<file path="src/rtl/arm_mem_pkg.sv">
// Shared definitions for the MEM-stage data-memory bus.
// Holds the controller state encoding and the default memory map and
// timeout so the data memory and its initiator agree on one layout.
package arm_mem_pkg;

  typedef enum logic [1:0] {
    IDLE = 2'd0,
    BUS  = 2'd1,
    DONE = 2'd2
  } mem_state_t;

  localparam logic [31:0] DEF_BASE_ADDR = 32'd1024;
  localparam int          DEF_DEPTH     = 64;
  localparam int          DEF_TIMEOUT   = 15;

endpackage

</file>
<file path="src/rtl/mem_wait_counter.sv">
// Bus wait counter for the MEM-stage initiator.
// Ports:
//   clk, rst : clock and synchronous active-high reset
//   clr      : force the count back to zero (has priority over en)
//   en       : advance the count by one this cycle
//   tc       : terminal count, high while the count equals LIMIT-1
module mem_wait_counter #(
  parameter int W     = 4,
  parameter int LIMIT = 15
) (
  input  logic clk,
  input  logic rst,
  input  logic clr,
  input  logic en,
  output logic tc
);

  logic [W-1:0] cnt;

  always_ff @(posedge clk) begin
    if (rst || clr) begin
      cnt <= '0;
    end else if (en) begin
      cnt <= cnt + 1'b1;
    end
  end

  assign tc = (cnt == W'(LIMIT - 1));

endmodule

</file>
<file path="src/rtl/mem_access_ctrl.sv">
// MEM-stage bus initiator: turns the EX/MEM load/store request into a
// req/ack transaction on the data-memory bus, stalls the pipeline while the
// transaction is open, and reports load data or an access error.
// Ports:
//   clk, rst            : clock, synchronous active-high reset
//   Mem_R_EN, Mem_W_EN  : load / store requested by the instruction in MEM
//   ALU_Res, Val_Rm     : byte address, store data
//   freeze              : pipeline stall (combinational)
//   Data, data_valid    : load result and its one-cycle update pulse
//   mem_err             : one-cycle pulse for a rejected or timed-out access
//   bus_req, bus_we, bus_addr, bus_wdata : initiator side of the bus
//   bus_ack, bus_rdata  : responder completion pulse and read data
module mem_access_ctrl
  import arm_mem_pkg::*;
#(
  parameter logic [31:0] BASE_ADDR = DEF_BASE_ADDR,
  parameter int          DEPTH     = DEF_DEPTH,
  parameter int          AW        = 6,
  parameter int          TIMEOUT   = DEF_TIMEOUT
) (
  input  logic          clk,
  input  logic          rst,
  input  logic          Mem_R_EN,
  input  logic          Mem_W_EN,
  input  logic [31:0]   ALU_Res,
  input  logic [31:0]   Val_Rm,
  output logic          freeze,
  output logic [31:0]   Data,
  output logic          data_valid,
  output logic          mem_err,
  output logic          bus_req,
  output logic          bus_we,
  output logic [AW-1:0] bus_addr,
  output logic [31:0]   bus_wdata,
  input  logic          bus_ack,
  input  logic [31:0]   bus_rdata
);

  localparam int CW = (TIMEOUT > 1) ? $clog2(TIMEOUT) : 1;

  mem_state_t  state;
  logic        op;
  logic        legal;
  logic [31:0] off;
  logic [31:0] idx;
  logic        wait_tc;

  assign op  = Mem_R_EN | Mem_W_EN;
  // Subtraction wraps, so addresses below BASE_ADDR become huge and fail
  // the range test without a separate lower-bound compare.
  assign off = ALU_Res - BASE_ADDR;
  assign idx = {2'b00, off[31:2]};
  assign legal = (off[1:0] == 2'b00) && (idx < 32'(DEPTH)) && !(Mem_R_EN && Mem_W_EN);

  // The stall covers the request cycle itself and every bus cycle; DONE
  // releases it so the pipeline moves the instruction on exactly once.
  assign freeze = ((state == IDLE) && op) || (state == BUS);

  mem_wait_counter #(
    .W     (CW),
    .LIMIT (TIMEOUT)
  ) u_wait (
    .clk (clk),
    .rst (rst),
    .clr (state != BUS),
    .en  (state == BUS),
    .tc  (wait_tc)
  );

  always_ff @(posedge clk) begin
    if (rst) begin
      state      <= IDLE;
      Data       <= '0;
      data_valid <= 1'b0;
      mem_err    <= 1'b0;
      bus_req    <= 1'b0;
      bus_we     <= 1'b0;
      bus_addr   <= '0;
      bus_wdata  <= '0;
    end else begin
      data_valid <= 1'b0;
      mem_err    <= 1'b0;
      case (state)
        IDLE: begin
          if (op) begin
            if (legal) begin
              bus_req   <= 1'b1;
              bus_we    <= Mem_W_EN;
              bus_addr  <= idx[AW-1:0];
              bus_wdata <= Val_Rm;
              state     <= BUS;
            end else begin
              // Rejected access: no bus cycle, error reported in DONE.
              mem_err <= 1'b1;
              state   <= DONE;
            end
          end
        end
        BUS: begin
          // Ack is checked before the terminal count so a last-cycle ack wins.
          if (bus_ack) begin
            bus_req <= 1'b0;
            if (!bus_we) begin
              Data       <= bus_rdata;
              data_valid <= 1'b1;
            end
            state <= DONE;
          end else if (wait_tc) begin
            bus_req <= 1'b0;
            mem_err <= 1'b1;
            state   <= DONE;
          end
        end
        DONE: begin
          state <= IDLE;
        end
        default: begin
          state <= IDLE;
        end
      endcase
    end
  end

endmodule

</file>
<file path="config.mk">
export PLATFORM = sky130hd
export DESIGN_NAME = mem_access_ctrl
export DESIGN_NICKNAME = d
export VERILOG_FILES = /design/src/rtl/arm_mem_pkg.sv /design/src/rtl/mem_wait_counter.sv /design/src/rtl/mem_access_ctrl.sv
export SDC_FILE = /design/constraint.sdc
export NUM_CORES = 1
export LEC_CHECK = 0
export ABC_AREA = 1
export CORE_UTILIZATION = 38
export CTS_CLUSTER_SIZE = 20
export DETAILED_ROUTE_END_ITERATION = 7
export PLACE_DENSITY_LB_ADDON = 0.08
export SLEW_MARGIN = 0
export SYNTH_ARGS = -nofsm -noshare
export SYNTH_HDL_FRONTEND = slang
export SYNTH_SLANG_ARGS = --single-unit
</file>
<file path="constraint.sdc">
create_clock -name clk -period 2 [get_ports clk]
set_clock_uncertainty 0.2 [all_clocks]
set_input_delay 0.4 -clock clk [delete_from_list [all_inputs] [get_ports clk]]
set_output_delay 0.4 -clock clk [all_outputs]
set_load 0.005 [all_outputs]
</file>
==> impl_metrics.yaml, run 1 <==
worst_setup_path:
  crit_arrival_ns: 2.13
  rrSetupSlack_ns: 0.32
  cp-end-kind: "flop"
  crit_fanout: 19
  worstPathRequired_ns: 2.05
  crit_type: "in -> reg"
  r2r-start: "u_wait.cnt[0]"
  reg2reg_to: "bus_req"
  reg2regPathDepth: 8
  worst_setup_path_start_kind: "primary input"
synth:
  synthTopCellsByArea: "dfxtp_1 40%, nor2_1 19%, nand2_1 10%, nand4_1 6.9%, inv_1 6.3%"
  synth.avg_cell_area_um2: 6.495
  synthesis.area_um2: 3975
  yosysTopAreaCellShare_pct: 40.29
  yosys-top-cells-count: "198 x nor2_1, 107 x nand2_1, 80 x dfxtp_1"
  synth_flop_cell: "dfxtp_1"
  ys_seq_area_share_pct: 40.29
  ys_warn_count: 0
  synth_cell_types: 27
  synth_edf_count: 0
  yosysTopAreaCell: "dfxtp_1"
  ys_seq_elements: 80
  postSynthCellCount: 612
  synth_fp_nets: 715
  yosysMostFrequentCell: "nor2_1"
  async_flop_share_pct: 0
die:
  die_w_um: 104.3
  die_h_um: 104.3
  coreArea_um2: 9955
  fp-row-count: 36
  die_area_um2: 10870
  initial_core_util_pct: 39.93
  io-pin-count: 176
routing:
  vias: 4797
  drtPass1Iterations: 5
  ant_nets: 0
  routed_wl_um: 13730
  wire_per_inst_um: 14.04
  initialDrtViolationCount: 245
  vias_per_cell: 4.905
  drc: 0
place:
  port_buffers: 175
  dp_slack_ns: -0.7877
  dp_hpwl_um: 8488
  place.gp.congestion: 0.8648
  placed_cells: 925
finish:
  fin_cells: 978
  antenna_cells: 0
  layout.nets: 943
  final_util_pct: 70.76
  drive_gt1_share_pct: 23.20
  areaGrowthSynthToFinish_pct: 77.21
global_routing:
  grt.overflow.total: 0
  antenna_found_initial: 0
  grt_pass1_wl_um: 21620
  grt.total_usage_pct: 24.14
  first_global_vias: 4642
  grt_max_degree: 59
sta:
  period_needed_ns: 2.082
  hold_viol_final: 0
  worst_slack_ns: -0.08196
  finalMaxSlewViolations: 0
  holdWs_ns: 0.2761
  setup_viol: 40
  rsz0062_at_grt: "true"
  timing.final.crit_share_pct: 104.1
  tightest_slew_ns: 0.4073
  relSlewSlack_pct: 72.84
  timing.fmax_mhz: 480.3
clock_network:
  cts_sinks: 80
  htree_levels: 3
  cts.clk_slew.worst_paths_ns: 0.09
  numCtsBuffers: 9
  insertion_delay_ns: 0.35
  cts_tree: "built"
  clk_path_buf_depth: 2
  clockRootBuffer: "clkbuf_8"
pwr:
  power_density_nw_per_um2: 478.3
  max-vdd-ir-drop_v: 0.0003022
  power_w: 0.003369
  p_leak_nw: 3.118
min_path:
  hold_path.class: "reg -> reg"
  min_from: "bus_req"
  hold_end: "bus_req"
  holdPathStages: 2
status:
  status: "finished with violations"
  violations: "negative setup slack"
run:
  drv_cap: 0
[critical path, cell delays in order]
cell and delay [ns]:
buf_8 0.10, nor2_4 0.20, nand2_4 0.11, nor2_8 0.18, buf_4 0.14, nand4_1 0.10
nand2_2 0.10, nand3_4 0.09, nor2_4 0.15, bufbuf_16 0.32, nand4_1 0.10, nand2_1 0.10
nor2_1 0.04
[repair_timing]
| item | 4_1_cts | 5_1_grt |
|---|---|---|
| gates resized for setup | 149 | 60 |
| setup endpoints to repair | 44 | 44 |
| hold buffers | 0 | 0 |
| buffers inserted | 26 | 3 |
| gates cloned | 8 | 4 |
| pin swaps | 43 | 53 |
[how the worst max path moves through the flow]
stage	startpoint	endpoint	slack [ns]	cells after the start
floorplan	ALU_Res[15]	bus_wdata[10]	0.002	14
global placement	ALU_Res[11]	bus_wdata[21]	-0.71	14
detailed placement	ALU_Res[11]	bus_wdata[17]	-0.79	13
CTS	ALU_Res[10]	bus_wdata[12]	-0.05	16
global route	ALU_Res[11]	bus_wdata[6]	-0.20	15
finish	ALU_Res[11]	bus_wdata[10]	-0.08	13
[kinds of logic (layout without fill, tap and decap cells)]
group | Yosys count | in the layout | share of synthesized area (%)
fa+ha+maj | 2 | 2 | 0.6294
xor+xnor | 1 | 1 | 0.2204
flops | 80 | 80 | 40.29
simple gates | 388 | 388 | 42.43
buf+inv | 98 | 331 | 10.89
compound gates | 43 | 43 | 5.540
[report_power, final]
group / switching [W] / internal [W] / total [W]
sequential: 0.00000425 / 0.00160 / 0.00160
combinational: 0.000248 / 0.000284 / 0.000532
clock: 0.000644 / 0.000592 / 0.00124
[metal layers]
| layer | vias up | GRT usage (%) | share of wire [%] | wire length [um] |
|---|---|---|---|---|
| met4 | 0 | 7.959 | 1.7 | 228 |
| li1 | 2371 | - | - | - |
| met1 | 2221 | 28.82 | 40 | 5548 |
| met5 | - | 0 | 0 | 0 |
| met2 | 183 | 43.76 | 52 | 7116 |
| met3 | 22 | 3.697 | 6.1 | 835 |
[cells in the final DEF, fill, tap and decap left out, drive strengths merged, types with 2 or more instances in the layout]
cell type      Yosys  layout
dlygate4sd2        0       9
buf               14      82
ha                 2       2
clkdlybuf4s15      0       3
clkbuf            15      13
o21ai             36      36
nand4             44      44
nand2            110     110
o21bai             2       2
clkdlybuf4s50      0     147
nand3             21      21
nand3b             2       2
nor3               2       2
a21oi              5       5
dfxtp             80      80
clkinv             1       3
nor2             207     207
inv               68      71
[flip-flops by register name (all words and copies together) (netlist names)]
register and count:
bus_req 1, bus_wdata 32, bus_we 1, bus_addr 6, u_wait.cnt 4, data_valid 1
mem_err 1, Data 32, state 2
[final cells by class]
cell class | count | area [um2]
Fill cell | 831 | 2910
Sequential cell | 80 | 1603
Multi-Input combinational cell | 434 | 2247
Timing Repair Buffer | 246 | 2560
Inverter | 69 | 264.0
Tap cell | 133 | 166.4
Clock buffer | 9 | 123.9
Clock inverter | 7 | 80.08
[per-stage QoR]
step | TNS (ns) | cell area [um2]
2_1_floorplan | 0 | 3978
3_3_place_gp | -29.73 | 6060
3_5_place_dp | -32.10 | 6060
4_1_cts | -0.8315 | 6795
5_1_grt | -5.295 | 7044
6_report | -1.401 | 7044
Power figures use the tool's default switching activity.
==> inputs of run 2 (changes only) <==
--- a/config.mk
+++ b/config.mk
@@ -6,9 +6,10 @@
 export NUM_CORES = 1
 export LEC_CHECK = 0
 export ABC_AREA = 1
-export CORE_UTILIZATION = 38
+export CORE_UTILIZATION = 40
 export CTS_CLUSTER_SIZE = 20
 export DETAILED_ROUTE_END_ITERATION = 7
+export MAX_ROUTING_LAYER = met4
 export PLACE_DENSITY_LB_ADDON = 0.08
 export SLEW_MARGIN = 0
 export SYNTH_ARGS = -nofsm -noshare
==> constraint.sdc (replaced) <==
create_clock -name clk -period 2.5 [get_ports clk]
set_clock_uncertainty 0.2 [all_clocks]
set_input_delay 0.5 -clock clk [delete_from_list [all_inputs] [get_ports clk]]
set_output_delay 0.5 -clock clk [all_outputs]
set_load 0.005 [all_outputs]
==> impl_metrics.yaml, run 2 (same netlist as run 1, synthesis figures left out) <==
routing:
  wl_met3_um: 779
  wire_per_inst_um: 13.16
  drc: 0
  wl_met2_um: 6308
  vias_per_cell: 4.822
  ant_nets: 0
  wl_met1_um: 5246
  drtPass1Iterations: 4
  vias: 4619
  top_layer_used: "met4"
  routed_wl_um: 12610
  initialDrtViolationCount: 151
worst_setup_path:
  crit_type: "in -> reg"
  rrSetupSlack_ns: 0.85
  crit_fanout: 14
  worst_setup_path_start_kind: "primary input"
  r2r-start: "state[0]"
  worstPathRequired_ns: 2.61
  reg2reg_to: "bus_wdata[16]"
  crit_arrival_ns: 2.47
  cp-end-kind: "flop"
  reg2regPathDepth: 7
clock_network:
  cts.clk_slew.worst_paths_ns: 0.09
  htree_levels: 3
  clockRootBuffer: "clkbuf_8"
  numCtsBuffers: 9
  cts_sinks: 80
  clk_path_buf_depth: 2
  insertion_delay_ns: 0.36
  cts_tree: "built"
place:
  dp_hpwl_um: 8476
  placed_cells: 930
  port_buffers: 175
  place.gp.congestion: 0.8200
min_path:
  holdPathStages: 2
  hold_end: "bus_req"
  min_from: "bus_req"
  hold_path.class: "reg -> reg"
sta:
  timing.fmax_mhz: 423.1
  finalMaxSlewViolations: 0
  tightest_slew_ns: 0.4015
  hold_viol_final: 0
  timing.final.crit_share_pct: 94.54
  relSlewSlack_pct: 73.23
  setup_viol: 0
  period_needed_ns: 2.363
die:
  die_area_um2: 10340
  die_w_um: 101.7
  initial_core_util_pct: 41.05
  coreArea_um2: 9684
  die_h_um: 101.7
  fp-row-count: 36
  io-pin-count: 176
global_routing:
  grt_max_degree: 41
  first_global_vias: 4044
  grt_pass1_wl_um: 18050
  grt.overflow.total: 0
  antenna_found_initial: 0
  grt.total_usage_pct: 22.56
finish:
  antenna_cells: 0
  final_common_cell: "nor2_1"
  final_util_pct: 68.97
  areaGrowthSynthToFinish_pct: 68.02
  final_cell_mix: "180 x nor2_1, 163 x clkdlybuf4s50_1, 100 x nand2_1, 80 x dfxtp_1, 67 x inv_1"
  drive_gt1_share_pct: 13.70
  n_fill_cell: 826
  fin_cells: 958
  layout.nets: 923
  reg_top3: "Data: 32 flops, bus_wdata: 32 flops, bus_addr: 6 flops"
run:
  drv_cap: 0
pwr:
  max-vdd-ir-drop_v: 0.0003026
  p_leak_nw: 3.012
  power_density_nw_per_um2: 415.1
status:
  status: "finished clean"
-- run 2: cell count changes in the layout (fill, tap and decap cells not counted), moves of 4 or more --
cell	previous run	this run
dlygate4sd2_1	9	1
nor2_4	18	10
buf_16	7	0
dlymetal6s2s_1	0	11
clkdlybuf4s50_1	147	163
clkbuf_16	2	6
buf_4	43	36
nand2_1	88	100
buf_2	7	0
nand2_2	19	8
buf_6	18	2
nor2_1	157	180
nor2_2	31	16
-- run 2: worst max path at each step --
stage	start	end	slack (ns)	depth (start not counted)
floorplan	ALU_Res[15]	bus_wdata[10]	0.38	14
global placement	ALU_Res[11]	bus_addr[4]	-0.28	14
detailed placement	ALU_Res[11]	bus_wdata[16]	-0.36	12
CTS	ALU_Res[11]	bus_wdata[16]	0.02	12
global route	ALU_Res[25]	bus_wdata[7]	-0.05	15
finish	ALU_Res[18]	bus_wdata[29]	0.14	16
-- run 2: power breakdown --
group	switching (W)	total [W]	internal, W
Sequential	0.00000260	0.00128	0.00128
Combinational	0.000177	0.000397	0.000220
Clock	0.000501	0.00110	0.000595
-- run 2: layer usage --
| metal | vias to the layer above | global-route usage [%] |
|---|---|---|
| li1 | 2335 | - |
| met1 | 2103 | 26.22 |
| met2 | 153 | 38.31 |
| met3 | 28 | 4.486 |
| met4 | 0 | 8.361 |
| met5 | - | - |
-- run 2: final cells by class --
class / instances / area (um2) / area share, %
well taps: 133 / 166.4 / 2.492
multi-input cells: 434 / 2066 / 30.93
flip-flops and latches: 80 / 1602 / 23.98
repair buffers: 226 / 2356 / 35.28
clock buffers: 10 / 137.6 / 2.061
inverters: 69 / 261.5 / 3.915
clock inverters: 6 / 90.09 / 1.349
-- run 2: critical path, stage by stage --
cell and delay, ns:
clkdlybuf4s50_1 0.51, nor2_2 0.05, buf_4 0.13, nand2_2 0.09
inv_1 0.08, nand2_1 0.10, nand2_1 0.06, nand2_1 0.05
nand3_1 0.09, nor2_2 0.10, nand3_2 0.12, nor2_4 0.14
buf_12 0.13, clkbuf_16 0.16, nor2_1 0.04, nor2_1 0.11
-- run 2: per-stage QoR --
stage                     cell area (um2)  setup WS, ns  TNS [ns]  hold slack [ns]  power [W]
after floorplan                      3975        0.3780         0           0.2297   0.001442
after global placement               6070       -0.2816    -11.02           0.2414   0.001690
after detailed placement             6070       -0.3639    -12.98           0.2461   0.001692
after CTS                            6296       0.02134         0           0.2578   0.002771
after global routing                 6679      -0.04904   -0.3138           0.3017   0.002871
final                                6679        0.1365         0           0.2593   0.002773
-- run 2: what timing repair did --
action                                  in CTS  in global routing
endpoints found under the setup margin       1                 41
pin swaps                                    0                 15
setup buffers                                0                  4
hold buffers                                 0                  0
gates resized for setup                      1                 50
gates cloned                                 0                  8
==> inputs of run 3 (changes only) <==
--- a/config.mk
+++ b/config.mk
@@ -6,6 +6,7 @@
 export NUM_CORES = 1
 export LEC_CHECK = 0
 export ABC_AREA = 1
+export ABC_CLOCK_PERIOD_IN_PS = 2500
 export CORE_UTILIZATION = 40
 export CTS_CLUSTER_SIZE = 20
 export DETAILED_ROUTE_END_ITERATION = 7
==> results of run 3 <==
The final DEF is identical to that of run 2; final timing and power are the same.
